`config.mk`:
```
export PLATFORM = sky130hd
export DESIGN_NAME = mem_arbiter
export DESIGN_NICKNAME = d
export VERILOG_FILES = /design/src/rtl/mem_arbiter.sv
export SDC_FILE = /design/constraint.sdc
export NUM_CORES = 1
export LEC_CHECK = 0
export ABC_AREA = 1
export ABC_CLOCK_PERIOD_IN_PS = 1800
export BUFFER_PORTS_ARGS = -buffer_cell sky130_fd_sc_hd__buf_2
export CAP_MARGIN = 20
export CORE_AREA = 10 10 175 177
export DETAILED_ROUTE_END_ITERATION = 12
export DIE_AREA = 0 0 185 187
export GPL_TIMING_DRIVEN = 1
export PLACE_DENSITY = 0.42
export SLEW_MARGIN = 10
export SYNTH_ARGS = -nofsm -noshare
export SYNTH_HDL_FRONTEND = slang
export SYNTH_SLANG_ARGS = --single-unit
```
`constraint.sdc`:
```
create_clock -name clk -period 1.8 [get_ports clk]
set_input_delay 0.09 -clock clk [delete_from_list [all_inputs] [get_ports clk]]
set_output_delay 0.09 -clock clk [all_outputs]
set_load 0.01 [all_outputs]
```
`src/rtl/mem_arbiter.sv`:
```
`default_nettype none
// ============================================================================
// Module   : mem_arbiter
// Brief    : Grants one memory port to icache refills or dcache refill and
//            writeback bursts of BEATS beats. Define MEM_ARB_ROUND_ROBIN_EN
//            for round-robin arbitration; dcache-first priority otherwise.
// Revision : 1.0 - initial release
// ============================================================================
module mem_arbiter #(
    parameter int BEATS  = 8,
    parameter int ADDR_W = 64,
    parameter int DATA_W = 64
) (
    input  logic                     clk,
    input  logic                     rst_n,
    // icache refill port
    input  logic                     ic_req,
    input  logic [ADDR_W-1:0]        ic_addr,
    output logic                     ic_rvalid,
    output logic                     ic_done,
    // dcache refill / writeback port
    input  logic                     dc_req,
    input  logic                     dc_we,
    input  logic [ADDR_W-1:0]        dc_addr,
    input  logic [DATA_W-1:0]        dc_wdata,
    output logic [$clog2(BEATS)-1:0] dc_beat,
    output logic                     dc_rvalid,
    output logic                     dc_done,
    output logic [DATA_W-1:0]        rdata,
    // memory command channel
    output logic                     m_cmd_valid,
    input  logic                     m_cmd_ready,
    output logic                     m_cmd_we,
    output logic [ADDR_W-1:0]        m_cmd_addr,
    // memory beat channels
    input  logic                     m_rvalid,
    input  logic [DATA_W-1:0]        m_rdata,
    output logic                     m_wvalid,
    input  logic                     m_wready,
    output logic [DATA_W-1:0]        m_wdata
);

    localparam int c_beat_w = $clog2(BEATS);
    localparam logic [c_beat_w-1:0] c_last_beat = c_beat_w'(BEATS - 1);

    localparam logic [2:0] c_st_idle  = 3'd0;
    localparam logic [2:0] c_st_cmd   = 3'd1;
    localparam logic [2:0] c_st_rdata = 3'd2;
    localparam logic [2:0] c_st_wdata = 3'd3;
    localparam logic [2:0] c_st_done  = 3'd4;

    logic [2:0]          r_state;
    logic [2:0]          w_state_nxt;
    logic [c_beat_w-1:0] r_beat;
    logic [c_beat_w-1:0] w_beat_nxt;
    logic                r_owner_dc;  // current owner, doubles as last-granted
    logic                r_we;
    logic [ADDR_W-1:0]   r_addr;
    logic                r_dropped;   // owner released its request mid-burst
    logic                w_grant;
    logic                w_grant_dc;
    logic                w_owner_req;
    logic                w_live;
    logic                w_beat_last;

    assign w_grant = ic_req | dc_req;

`ifdef MEM_ARB_ROUND_ROBIN_EN
    // On contention the requester that was not granted last wins.
    assign w_grant_dc = dc_req & (~ic_req | ~r_owner_dc);
`else
    assign w_grant_dc = dc_req;
`endif

    assign w_owner_req = r_owner_dc ? dc_req : ic_req;
    assign w_live      = w_owner_req & ~r_dropped;
    assign w_beat_last = (r_beat == c_last_beat);

    assign m_cmd_we   = r_we;
    assign m_cmd_addr = r_addr;
    assign m_wdata    = dc_wdata;
    assign rdata      = m_rdata;
    assign dc_beat    = r_beat;

    always_ff @(posedge clk or negedge rst_n) begin
        if (!rst_n) begin
            r_state <= c_st_idle;
            r_beat  <= '0;
        end else begin
            r_state <= w_state_nxt;
            r_beat  <= w_beat_nxt;
        end
    end

    always_comb begin
        w_state_nxt = r_state;
        w_beat_nxt  = r_beat;
        m_cmd_valid = 1'b0;
        m_wvalid    = 1'b0;
        ic_rvalid   = 1'b0;
        dc_rvalid   = 1'b0;
        ic_done     = 1'b0;
        dc_done     = 1'b0;
        case (r_state)
            c_st_idle: begin
                if (w_grant) begin
                    w_state_nxt = c_st_cmd;
                end
            end
            c_st_cmd: begin
                m_cmd_valid = 1'b1;
                if (m_cmd_ready) begin
                    w_state_nxt = r_we ? c_st_wdata : c_st_rdata;
                    w_beat_nxt  = '0;
                end
            end
            c_st_rdata: begin
                if (m_rvalid) begin
                    ic_rvalid  = ~r_owner_dc & w_live;
                    dc_rvalid  = r_owner_dc & w_live;
                    w_beat_nxt = r_beat + 1'b1;
                    if (w_beat_last) begin
                        w_state_nxt = c_st_done;
                    end
                end
            end
            c_st_wdata: begin
                m_wvalid = 1'b1;
                if (m_wready) begin
                    w_beat_nxt = r_beat + 1'b1;
                    if (w_beat_last) begin
                        w_state_nxt = c_st_done;
                    end
                end
            end
            c_st_done: begin
                ic_done     = ~r_owner_dc & w_live;
                dc_done     = r_owner_dc & w_live;
                w_state_nxt = c_st_idle;
            end
            default: begin
                w_state_nxt = c_st_idle;
            end
        endcase
    end

    // Grant bookkeeping; icache grants always issue reads.
    always_ff @(posedge clk or negedge rst_n) begin
        if (!rst_n) begin
            r_owner_dc <= 1'b1;
            r_we       <= 1'b0;
            r_addr     <= '0;
            r_dropped  <= 1'b0;
        end else if (r_state == c_st_idle) begin
            if (w_grant) begin
                r_owner_dc <= w_grant_dc;
                r_we       <= w_grant_dc & dc_we;
                r_addr     <= w_grant_dc ? dc_addr : ic_addr;
                r_dropped  <= 1'b0;
            end
        end else if (!w_owner_req) begin
            r_dropped <= 1'b1;
        end
    end

endmodule
`default_nettype wire
```
## After elaboration in Yosys (flattened, before gate mapping)

Index checks and enable logic that the tools add are counted.

- Add/sub/neg operators: 1
- Reductions and logical operators: 6
- Eq/ne operators: 10
- Multiplexer cells: 24
- Bitwise gates (word level): 7

Operators by type and width:

| cell | count |
|---|---|
| 64-bit 2-to-1 mux | 1 |
| 3-bit 2-to-1 mux | 8 |
| 1-bit 2-to-1 mux | 13 |
| 3-bit one-hot mux with 4 select lines | 1 |
| 3-bit one-hot mux with 3 select lines | 1 |
| 2-bit inequality test (second input constant) | 4 |
| 4-bit AND reduction | 2 |
| 3-bit by 2-bit == test with 1-bit output (second input constant) | 2 |
| 3-bit == test (second input constant) | 2 |
| 1-bit AND | 4 |
| 2-bit AND reduction | 2 |
| 3-bit by 1-bit adder with 3-bit output (second input constant) | 1 |
| 3-bit by 1-bit == test with 1-bit output (second input constant) | 1 |
| 3-bit logical NOT | 1 |
| 3-bit nonzero test | 1 |
| 2-bit by 1-bit inequality test with 1-bit output (second input constant) | 1 |
| 1-bit inverter | 2 |
| 1-bit bitwise OR | 1 |

- Flip-flop bits (word level): 73
- Logic and storage cells: 54
- Output and inout port bits: 202

## Depth between registers and ports, before layout

- Depth after elaboration: 5
- Gate-level depth with buffers: 9
- Gate-level depth less buffers: 9

## Least setup slack after synthesis

Ideal clock, no wire load.

- Path kind: flip-flop to flip-flop
- Start: register r_state[0]
- End: register r_addr[10], in the netlist m_cmd_addr[10]
- Setup time: 0.119 ns
- Clock period less this slack: 1.413 ns
- Required time: 1.681 ns
- Cell stages (with the launch flop): 8
- Path slack: 0.387 ns
- Arrival: 1.294 ns
- Buffers on the path: 2
- Cell sequence: dfrtp_1 nor2_2 nand2_1 a21oi_2 buf_4 buf_4 nand2_1 o21a_1

- Cells in the longest elaborated chain, start to end: 2

RTL lines:

| item | RTL line | source |
|---|---|---|
| from (decl) | 52 | `logic [2:0] r_state;` |
| from (signal assigned) | 87 | `r_state <= c_st_idle;` |
| from (signal assigned) | 90 | `r_state <= w_state_nxt;` |
| 3-bit logical NOT | 154 | `end else if (r_state == c_st_idle) begin` |
| 2-bit AND reduction (no source line) | - |  |
| to (signal assigned) | 158 | `r_addr <= w_grant_dc ? dc_addr : ic_addr;` |
| to (decl) | 58 | `logic [ADDR_W-1:0] r_addr;` |

No other way between the ends.
A chain may end at the register's enable or synchronous reset.

## Worst setup path in the final report

- Start: register r_owner_dc
- End: output port dc_rvalid

- Cells in the longest elaborated chain, start to end: 5

RTL lines:

| item | RTL line | source |
|---|---|---|
| from (decl) | 56 | `logic r_owner_dc;` |
| from (signal assigned) | 156 | `r_owner_dc <= w_grant_dc;` |
| 1-bit 2-to-1 mux | 75 | `assign w_owner_req = r_owner_dc ? dc_req : ic_req;` |
| 1-bit AND | 76 | `assign w_live = w_owner_req & ~r_dropped;` |
| 1-bit AND (*) | 120 | `dc_rvalid = r_owner_dc & w_live;` |
| 1-bit 2-to-1 mux (*) | 118 | `if (m_rvalid) begin` |
| 1-bit 2-to-1 mux (*) | 104 | `case (r_state)` |
| to (decl) | 27 | `output logic dc_rvalid,` |

Every way passes the cells marked *; elsewhere a longest branch is shown, timed or not.

==> results.tsv <==
stage	metric	value	unit
run_status	status	complete, no violations	
finish	insertedDiodeCount	0	
route	ant_nets	0	
pwr	ir_worst_vdd	0.000465	V
floorplanning	pin_count	466	
worst_hold_path	min_from	ic_addr[0]	
finish	drive_gt1_share	42.1	%
placed_design	portBuffers	209	
setup_path	reg2reg_to	m_cmd_addr[17]	
pwr	power_frac_seq	35.6	%
sta	post-route-period-util	90.2	%
global_route	grt.overflow.total	0	
pwr	p_comb_share	39.7	%
pwr	p_total	7.93	mW
floorplanning	start_util	17.2	%
sta	finalSetupViolCount	0	
pwr	swShare	36.3	%
pwr	p_per_area	1430	mW/mm²
setup_path	path_class	flop to output port	
logic_synthesis	ys_types	20	
logic_synthesis	syn_nets	825	
global_route	grt_pass1_vias	4049	
setup_path	start_kind	flop	
floorplanning	die-area	0.0346	mm²
logic_synthesis	ys_warn_count	0	
route	totalWireLength	15.0	mm
sta	hold_viol_final	0	
route	avgViaCountPerCell	3.80	
placed_design	globalplace.congestion	0.743	
logic_synthesis	synth.avg_cell_area	8.40	µm²
setup_path	worst_r2r_startpoint	r_state[0]	
logic_synthesis	netlist_area	0.00470	mm²
sta	worst_slew_pin_slew	0.518	ns
pwr	intPower	5.06	mW
setup_path	cp.required	1.71	ns
global_route	grt_usage	8.47	%
finish	syn2layout_area_growth	17.7	%
clock_tree	cts_buffers	9	
sta	final.setup.tns	0	ns
clock_tree	clk_transition_reported_paths	0.07	ns
worst_hold_path	hold_path_end	m_cmd_addr[0]	
clock_tree	clockBufferDepth	2	
route	firstDrtPassIters	4	
logic_synthesis	synth_area_leaders	dfrtp_1 38%, buf_4 22%, o21a_1 10%	
route	vias	3733	
pwr	p_clk_share	24.7	%
setup_path	cp_max_fo	3	
floorplanning	die_h	187	µm
setup_path	critPathCaptureType	output port	
worst_hold_path	hold_path_class	input pin to flop	
route	drc_errors	0	
route	drtIter0Drc	86	
floorplanning	fp-row-count	61	
global_route	grt_first_pass_wirelength	22.7	mm
clock_tree	cts.sinks	73	
finish	stdcell_count	982	
pwr	p_leak	2.41	nW
floorplanning	core-area	0.0273	mm²
sta	final.min_clock_period	1.62	ns
pwr	p_sw	2.88	mW
global_route	antenna_found_initial	0	
floorplanning	die_w	185	µm
placed_design	hpwl	11.7	mm
logic_synthesis	yosys.area.top_type	dfrtp_1	
sta	slew_violations	0	
run	drv_cap	0	
setup_path	arrival	1.53	ns
sta	max_slew_margin	65.5	%
clock_tree	cts_max_level	3	
sta	rsz0062_at_grt	false	
setup_path	r2r_setup_slack	0.23	ns
logic_synthesis	syn_inst	559	
clock_tree	cts_root_buf	clkbuf_16	
finish	nets	897	
setup_path	r2r_cells	6	
global_route	grt_max_degree	68	
sta	clock-skew-final	0.00771	ns
worst_hold_path	hold_depth	4	
logic_synthesis	synth-seq-cells	73	
clock_tree	tritoncts	done	
logic_synthesis	synth.top_cell.area_share	38.3	%
clock_tree	clk_latency	0.34	ns
logic_synthesis	yosysSeqAreaShare	38.9	%
sta	clock.fmax	616	MHz
placed_design	placedCellCount	964	
finish	finish.utilization	20.2	%
route	routedWlPerCell	15.3	µm
[worst max-delay path, stage by stage, from the launching register on]
cell     delay [ns]
dfstp_2        0.54
nand2_1        0.06
a21oi_2        0.18
nand2_1        0.12
nor3_1         0.14
buf_2          0.16
[flip-flops by register name (all words and copies together) (netlist names)]
signal      cells
r_owner_dc      1
m_cmd_addr     64
m_cmd_we        1
dc_beat         3
r_dropped       1
r_state         3
[Yosys cell counts]
cell type / count
inv_1: 14
nand3_1: 7
ha_1: 2
dfstp_2: 1
clkbuf_2: 1
a21oi_2: 1
clkbuf_1: 12
inv_2: 1
buf_2: 7
nor2_1: 13
dfrtp_1: 72
a21oi_1: 3
or2_2: 33
nor2_2: 1
nand2_1: 90
o21ai_0: 67
or2_0: 31
buf_4: 136
o21a_1: 64
nor3_1: 3
[worst max path at each step]
stage | startpoint | endpoint | slack [ns] | cells after the start
3_5_place_dp | r_state[0] | m_cmd_addr[54] | 0.22 | 6
6_report | r_owner_dc | dc_rvalid | 0.18 | 5
4_1_cts | r_state[2] | dc_rvalid | 0.008 | 4
5_1_grt | r_state[1] | dc_rvalid | 0.02 | 5
3_3_place_gp | r_state[0] | m_cmd_addr[59] | 0.25 | 6
2_1_floorplan | r_state[0] | m_cmd_addr[10] | 0.39 | 7
[power groups by stage]
stage | sequential (mW) | clock [mW] | combinational [mW]
5_1_grt | 2.94 | 2.13 | 3.55
6_report | 2.82 | 1.96 | 3.15
3_3_place_gp | 2.84 | 0 | 3.23
2_1_floorplan | 3.17 | 0 | 1.82
4_1_cts | 2.83 | 2.09 | 3.26
3_5_place_dp | 2.85 | 0 | 3.26
[final cells by class]
cell class	count	area, µm²
Tap cell	346	433
Clock buffer	11	233
Clock inverter	5	80.1
Sequential cell	73	1830
Inverter	15	56.3
Fill cell	3119	21800
Multi-Input combinational cell	315	1720
Timing Repair Buffer	217	1180
[cells in the final DEF (no fill, tap or decap), types with 3 or more instances in the layout]
cell type and count:
buf_2 208, nand2_1 90, dfrtp_1 72, o21ai_0 67, o21a_1 64, or2_2 33, or2_0 31, inv_1 14
nor2_1 12, clkbuf_16 9, nand3_1 7, buf_12 5, nor3_1 3
[per-stage QoR]
step	hold slack (ns)	instance area (µm²)	setup slack, ns
finish	0.0757	5530	0.177
floorplan	-0.206	4700	0.387
CTS	0.0496	5520	0.00821
global route	0.0735	5530	0.0249
detailed placement	0.102	5190	0.220
global placement	0.105	5190	0.247
[per-layer routing]
metal  part of all wire [%]  GRT usage, %
met1                     36          8.22
met2                     48          14.0
met3                    8.9          3.50
met4                    6.6          6.50
met5                      0             0
[cell families after synthesis]
logic type	count (synthesis)	share of synthesized area, %
AOI/OAI and AO/OA	135	17.9
adders and majority gates	2	0.533
buffers and inverters	171	24.7
DFF	73	38.9
and+or+nand+nor	178	17.9
[repair_timing]
action	in CTS	in global routing
setup endpoints to repair	0	2
setup buffers	0	0
hold endpoints to repair	35	0
hold buffers	2	0
resized for setup	0	2
(Power assumes the default switching activity.)
